### src/rtl/vending_ctrl.sv
// Coin-operated vending controller: accumulates coin credit, pulses purchase at PRICE,
// and pays back change or a cancel refund one CHANGE_UNIT per dispenser handshake.
module vending_ctrl #(
   parameter int CREDIT_W    = 8,
   parameter int PRICE       = 15,
   parameter int VAL1        = 5,
   parameter int VAL2        = 10,
   parameter int VAL3        = 25,
   parameter int CHANGE_UNIT = 5
) (
   input  logic                clock,
   input  logic                reset,
   input  logic [1:0]          cash_in,
   input  logic                cancel,
   input  logic                change_ack,
   output logic                purchase,
   output logic                change_valid,
   output logic                coin_reject,
   output logic [CREDIT_W-1:0] credit,
   output logic [1:0]          state
);

   typedef enum logic [1:0] {
      ST_IDLE   = 2'b00,
      ST_ACCUM  = 2'b01,
      ST_VEND   = 2'b10,
      ST_CHANGE = 2'b11
   } state_t;

   // One extra bit so credit+coin overflow is visible before it is committed.
   localparam int SUM_W = CREDIT_W + 1;
   localparam logic [SUM_W-1:0] MAX_CREDIT = {1'b0, {CREDIT_W{1'b1}}};
   localparam logic [SUM_W-1:0] PRICE_S    = SUM_W'(PRICE);
   localparam logic [SUM_W-1:0] UNIT_S     = SUM_W'(CHANGE_UNIT);

   function automatic logic [SUM_W-1:0] coin_value(input logic [1:0] code);
      logic [SUM_W-1:0] v;
      case (code)
         2'b01:   v = SUM_W'(VAL1);
         2'b10:   v = SUM_W'(VAL2);
         2'b11:   v = SUM_W'(VAL3);
         default: v = {SUM_W{1'b0}};
      endcase
      return v;
   endfunction

   state_t               state_q, state_d;
   logic [CREDIT_W-1:0]  credit_q, credit_d;
   logic                 purchase_q, purchase_d;
   logic                 change_valid_q, change_valid_d;
   logic                 coin_reject_q, coin_reject_d;

   logic                 coin_present_s;
   logic                 coin_fits_s;
   logic [SUM_W-1:0]     credit_ext_s;
   logic [SUM_W-1:0]     coin_sum_s;
   logic [SUM_W-1:0]     vend_rem_s;
   logic [SUM_W-1:0]     change_rem_s;

   assign coin_present_s = (cash_in != 2'b00);
   assign credit_ext_s   = {1'b0, credit_q};
   assign coin_sum_s     = credit_ext_s + coin_value(cash_in);
   assign coin_fits_s    = (coin_sum_s <= MAX_CREDIT);
   assign vend_rem_s     = credit_ext_s - PRICE_S;
   assign change_rem_s   = credit_ext_s - UNIT_S;

   always_comb begin
      state_d       = state_q;
      credit_d      = credit_q;
      coin_reject_d = 1'b0;
      case (state_q)
         ST_IDLE: begin
            if (coin_present_s && !cancel && coin_fits_s) begin
               credit_d = coin_sum_s[CREDIT_W-1:0];
               if (coin_sum_s >= PRICE_S) begin
                  state_d = ST_VEND;
               end else begin
                  state_d = ST_ACCUM;
               end
            end else begin
               coin_reject_d = coin_present_s;
            end
         end
         ST_ACCUM: begin
            // Cancel takes priority over a coin arriving on the same edge.
            if (cancel) begin
               state_d       = ST_CHANGE;
               coin_reject_d = coin_present_s;
            end else if (coin_present_s && coin_fits_s) begin
               credit_d = coin_sum_s[CREDIT_W-1:0];
               if (coin_sum_s >= PRICE_S) begin
                  state_d = ST_VEND;
               end else begin
                  state_d = ST_ACCUM;
               end
            end else begin
               coin_reject_d = coin_present_s;
            end
         end
         ST_VEND: begin
            coin_reject_d = coin_present_s;
            if (credit_ext_s > PRICE_S) begin
               credit_d = vend_rem_s[CREDIT_W-1:0];
               state_d  = ST_CHANGE;
            end else begin
               credit_d = {CREDIT_W{1'b0}};
               state_d  = ST_IDLE;
            end
         end
         ST_CHANGE: begin
            coin_reject_d = coin_present_s;
            if (change_ack && change_valid_q) begin
               // Clamp at zero so a partial unit can never wrap the credit.
               if (credit_ext_s > UNIT_S) begin
                  credit_d = change_rem_s[CREDIT_W-1:0];
                  state_d  = ST_CHANGE;
               end else begin
                  credit_d = {CREDIT_W{1'b0}};
                  state_d  = ST_IDLE;
               end
            end else begin
               state_d = ST_CHANGE;
            end
         end
         default: begin
            state_d  = ST_IDLE;
            credit_d = {CREDIT_W{1'b0}};
         end
      endcase
   end

   // Flag outputs follow the next state so they line up with the registered state.
   always_comb begin
      purchase_d     = (state_d == ST_VEND);
      change_valid_d = (state_d == ST_CHANGE);
   end

   always_ff @(posedge clock) begin
      if (reset) begin
         state_q        <= ST_IDLE;
         credit_q       <= {CREDIT_W{1'b0}};
         purchase_q     <= 1'b0;
         change_valid_q <= 1'b0;
         coin_reject_q  <= 1'b0;
      end else begin
         state_q        <= state_d;
         credit_q       <= credit_d;
         purchase_q     <= purchase_d;
         change_valid_q <= change_valid_d;
         coin_reject_q  <= coin_reject_d;
      end
   end

   assign purchase     = purchase_q;
   assign change_valid = change_valid_q;
   assign coin_reject  = coin_reject_q;
   assign credit       = credit_q;
   assign state        = state_q;

endmodule
### config.mk
export PLATFORM = sky130hd
export DESIGN_NAME = vending_ctrl
export DESIGN_NICKNAME = d
export VERILOG_FILES = /design/src/rtl/vending_ctrl.sv
export SDC_FILE = /design/constraint.sdc
export NUM_CORES = 1
export LEC_CHECK = 0
export BUFFER_PORTS_ARGS = -buffer_cell sky130_fd_sc_hd__buf_4
export CAP_MARGIN = 15
export CORE_ASPECT_RATIO = 0.75
export CORE_UTILIZATION = 45
export CTS_BUF_LIST = sky130_fd_sc_hd__clkbuf_4 sky130_fd_sc_hd__clkbuf_8 sky130_fd_sc_hd__clkbuf_16
export CTS_CLUSTER_DIAMETER = 120
export DETAILED_ROUTE_END_ITERATION = 8
export GPL_TIMING_DRIVEN = 1
export PLACE_DENSITY_LB_ADDON = 0.3
export SYNTH_ARGS = -nofsm -noshare
export SYNTH_HDL_FRONTEND = slang
export SYNTH_SLANG_ARGS = --single-unit
### constraint.sdc
create_clock -name clock -period 3.36 [get_ports clock]
set_input_delay 0.504 -clock clock [delete_from_list [all_inputs] [get_ports clock]]
set_output_delay 0.504 -clock clock [all_outputs]
set_load 0.01 [all_outputs]
==> results.md <==
* NumNets Final at ~210
* 1st-iter DRT viols at between 100 and 150
* R2R setup slack at between 300 and 400 ps
* Count of state elements after synthesis at 13
* Kind of capture point of the worst setup path: register
* Total Neg Setup Slack at 0 ps
* Reported max-cap violation count at 0
* Aggregate global-route resource usage at 23.49%
* # port buffers at 18
* Detail Route Antenna Nets at 0
* Maximum clock insertion buffer count at 2
* Type of element launching the critical path: register
* Total count of hold-check failures in the final report at 0
* Diodes inserted at 0
* Mean area per synthesized cell at roughly 7.8 um2
* Launching point of the worst reg2reg path: credit[0]$_SDFFE_PP0P_
* Post-CTS setup buffers at 0
* Via count of the first global-routing pass at ~1200
* Number of cells on the worst reg-to-reg path at 8
* Worst-case setup slack after placement at roughly 320 ps
* Synthesis-to-layout area growth at 10.46%
* Initial antenna violation count at 0
* Relative max-transition margin at approximately 44%
* Proportion of layout cells with a drive suffix above 1 at between 10% and 20%
* Clk sinks at 13
* Total of endpoints with negative setup slack in the final report at 0
* Power Dens Cells at about 680 mW/mm2
* Setup WS post-layout at between 300 and 400 ps
* Starting Density at 47.74%
* Arrival time worst endpoint at 3090 ps
* Post-synth design cell area at around 0.0014 mm2
* Number of instances in the placed design at between 200 and 250
* Placer Congestion at about 0.88
* Synthesized net count at around 200
* Count of flip-flops with a built-in enable after synthesis at 0
* Final-layout fill cell count at 284
* Ys Warns at 0
* Worst slew pin tran at between 800 and 900 ps
* DIE HEIGHT at ~51 um
* Post-route fraction of the period consumed by the critical path at between 80% and 90%
* Detailed-route DRC error count at 0
* Clock root buffer: sky130_fd_sc_hd__clkbuf_8
* Netlist cell types at 55
* RSZ-0062 raised after global routing: no
* Classification of the worst setup path: register to register
* Fraction of registers with async set or reset after synthesis at 0%
* Total core area at approximately 0.0030 mm2
* H-tree depth at 1
* Number of top-level design ports at 19
* Synthesized instance count at ~180
* Largest net degree at the start of global routing at 25
* Total wire length after detailed routing at ~3500 um
* Storage cell area at around 260 um2
* Wire length of the first global-routing pass at around 6000 um
* WHS Endpoint: credit[6]$_SDFFE_PP0P_
* Average wire per standard cell at around 15 um
* Clock tree from TritonCTS: yes
* Final Slew Violations at 0
* Vias at 1417
* Highest fanout seen on the critical path at 9
* End of the worst register-to-register path: state[1]$_SDFF_PP0_
* Static leakage power at slightly above 0.6 nW
* Maximum frequency from static timing analysis at around 340 MHz
* Min-delay src: reset
* CTS clk-pin slew, worst paths at 60 ps
* Path category of the worst min-delay check: primary input to register
* Commonest register cell after synthesis: sky130_fd_sc_hd__dfxtp_1
* Worst hold path cell count at 2
* Time the final worst path needs with I/O delays and setup at between 2000 and 3000 ps
* Post-synthesis sequential area ratio at between 10% and 20%
* Clock skew at around 1.3 ps
* DRT Pass-1 Iters at 4
* Number of rows in the core area at 17
* Result of the run: finished clean
* Hold buffers post-CTS at 0
* Placed wire-length estimate at approximately 2600 um
* Skew-Pair Late Insertion Delay at 250 ps
* CP required at about 3500 ps
* CTS resizes at 0
* Final cell count without fillers at about 230
* Area occupied by multi-input gates at 0.001018 mm2
* Utilization of the core after routing at a little over half
* Total gr overflow at 0
* Peak ir drop on the vdd network at roughly 0.00047 V
* Average vias per placed instance at about 6.1
* Power, Total at 1.067 mW
* Cts bufs inserted at 3
* Die ar. at between 0.003 and 0.004 mm2
* Chip width at approximately 67 um
logic make-up after synthesis:
| family | count (synthesis) | synth area share (%) |
|---|---|---|
| compound gates | 67 | 33.96 |
| simple gates | 62 | 23.76 |
| flops | 13 | 18.44 |
| xor+xnor | 7 | 4.344 |
| mux | 2 | 1.596 |
| buf+inv | 21 | 9.397 |
| fa+ha+maj | 9 | 8.511 |
state kept, by name, summed over array words and instances, names as in the netlist:
| register | flops |
|---|---|
| purchase | 1 |
| change_valid | 1 |
| state | 2 |
| coin_reject | 1 |
| credit | 8 |
how the worst max path moves through the flow:
stage | from | to | slack (ps) | cells past startpoint
2_1_floorplan | cash_in[0] | state[1]$_SDFF_PP0_ | 620 | 9
3_3_place_gp | cash_in[0] | state[1]$_SDFF_PP0_ | 340 | 9
6_report | credit[0]$_SDFFE_PP0P_ | state[1]$_SDFF_PP0_ | 400 | 8
4_1_cts | credit[0]$_SDFFE_PP0P_ | state[1]$_SDFF_PP0_ | 460 | 8
5_1_grt | credit[0]$_SDFFE_PP0P_ | state[1]$_SDFF_PP0_ | 140 | 8
3_5_place_dp | cash_in[0] | state[1]$_SDFF_PP0_ | 320 | 9
stage by stage:
step	hold slack [ps]	area, um2
after floorplan	587.2	1411
after global placement	602.4	1510
after detailed placement	611.0	1510
after CTS	534.7	1559
after global routing	554.0	1559
final	539.5	1559
layout by cell type (no fill, tap or decap), types with 2 or more instances in the layout:
master	netlist	final
sky130_fd_sc_hd__ha_1	8	8
sky130_fd_sc_hd__buf_4	0	20
sky130_fd_sc_hd__o211ai_1	3	3
sky130_fd_sc_hd__xor2_1	2	2
sky130_fd_sc_hd__nor2_1	9	9
sky130_fd_sc_hd__a22oi_1	2	2
sky130_fd_sc_hd__a211o_1	3	3
sky130_fd_sc_hd__nor3_1	5	5
sky130_fd_sc_hd__o221ai_1	2	2
sky130_fd_sc_hd__a21o_1	2	2
sky130_fd_sc_hd__nand3_1	11	11
sky130_fd_sc_hd__a31oi_1	4	4
sky130_fd_sc_hd__a2111oi_0	2	2
sky130_fd_sc_hd__mux2_2	2	2
sky130_fd_sc_hd__o22ai_1	3	3
sky130_fd_sc_hd__nand2_1	15	15
sky130_fd_sc_hd__o21ai_2	2	2
sky130_fd_sc_hd__o31a_1	2	2
sky130_fd_sc_hd__dfxtp_1	13	13
sky130_fd_sc_hd__and2_1	3	3
sky130_fd_sc_hd__inv_1	8	8
sky130_fd_sc_hd__a21oi_1	17	17
sky130_fd_sc_hd__xnor2_1	5	5
sky130_fd_sc_hd__nor2b_1	3	3
sky130_fd_sc_hd__o21ai_0	7	7
sky130_fd_sc_hd__nand4_1	3	3
sky130_fd_sc_hd__or4_1	2	2
sky130_fd_sc_hd__a211oi_1	5	5
sky130_fd_sc_hd__nand2b_1	3	3
sky130_fd_sc_hd__clkbuf_8	2	3
power by group:
group          internal [mW]  total (mW)  switching, mW
combinational          0.275       0.623          0.347
sequential             0.193       0.293          0.101
clock                 0.0920       0.151         0.0589
total                  0.560        1.07          0.507
routing by layer:
metal | vias to the layer above | GRT usage (%) | routed length, um
li1 | 708 | - | -
met1 | 652 | 32.97 | 1706
met2 | 53 | 34.85 | 1553
met3 | 4 | 5.455 | 239
met4 | 0 | 7.801 | 39
met5 | - | 0 | 0
critical path, cell delays in order, from the launching register on:
cell and delay, ps:
sky130_fd_sc_hd__dfxtp_1 400, sky130_fd_sc_hd__ha_1 270, sky130_fd_sc_hd__fa_1 440, sky130_fd_sc_hd__a21o_1 180
sky130_fd_sc_hd__a21oi_1 250, sky130_fd_sc_hd__mux2_2 370, sky130_fd_sc_hd__a2111oi_0 580, sky130_fd_sc_hd__and3_1 270
sky130_fd_sc_hd__a22oi_1 80
cell usage after synthesis, drive strengths merged (2+ instances only):
master / number / share of area (%)
a21oi: 18 / 6.6
nand2: 15 / 4.0
dfxtp: 13 / 18
nand3: 11 / 3.9
o21ai: 10 / 4.1
nor2: 9 / 2.4
ha: 8 / 7.1
inv: 8 / 2.1
buf: 7 / 4.3
a211oi: 6 / 3.5
clkbuf: 5 / 2.7
nor3: 5 / 1.8
xnor2: 5 / 3.1
a31oi: 4 / 1.8
a211o: 3 / 1.9
and2: 3 / 1.3
nand2b: 3 / 1.3
nand4: 3 / 1.3
nor2b: 3 / 1.3
o211ai: 3 / 1.6
o22ai: 3 / 1.3
or4: 3 / 1.9
a2111oi: 2 / 1.2
a21boi: 2 / 1.1
a21o: 2 / 1.1
a22oi: 2 / 1.1
mux2: 2 / 1.6
nor3b: 2 / 1.4
o221ai: 2 / 1.2
o311ai: 2 / 2.5
o31a: 2 / 1.2
xor2: 2 / 1.2
layout make-up:
cell class                      count  share of cell area (%)
Multi-Input combinational cell    147                   65.33
Inverter                            9                   2.167
Clock buffer                        4                   3.130
Tap cell                           38                   3.050
Sequential cell                    13                   16.69
Timing Repair Buffer               20                   9.631
No activity file was read; power rests on OpenSTA's default activity.
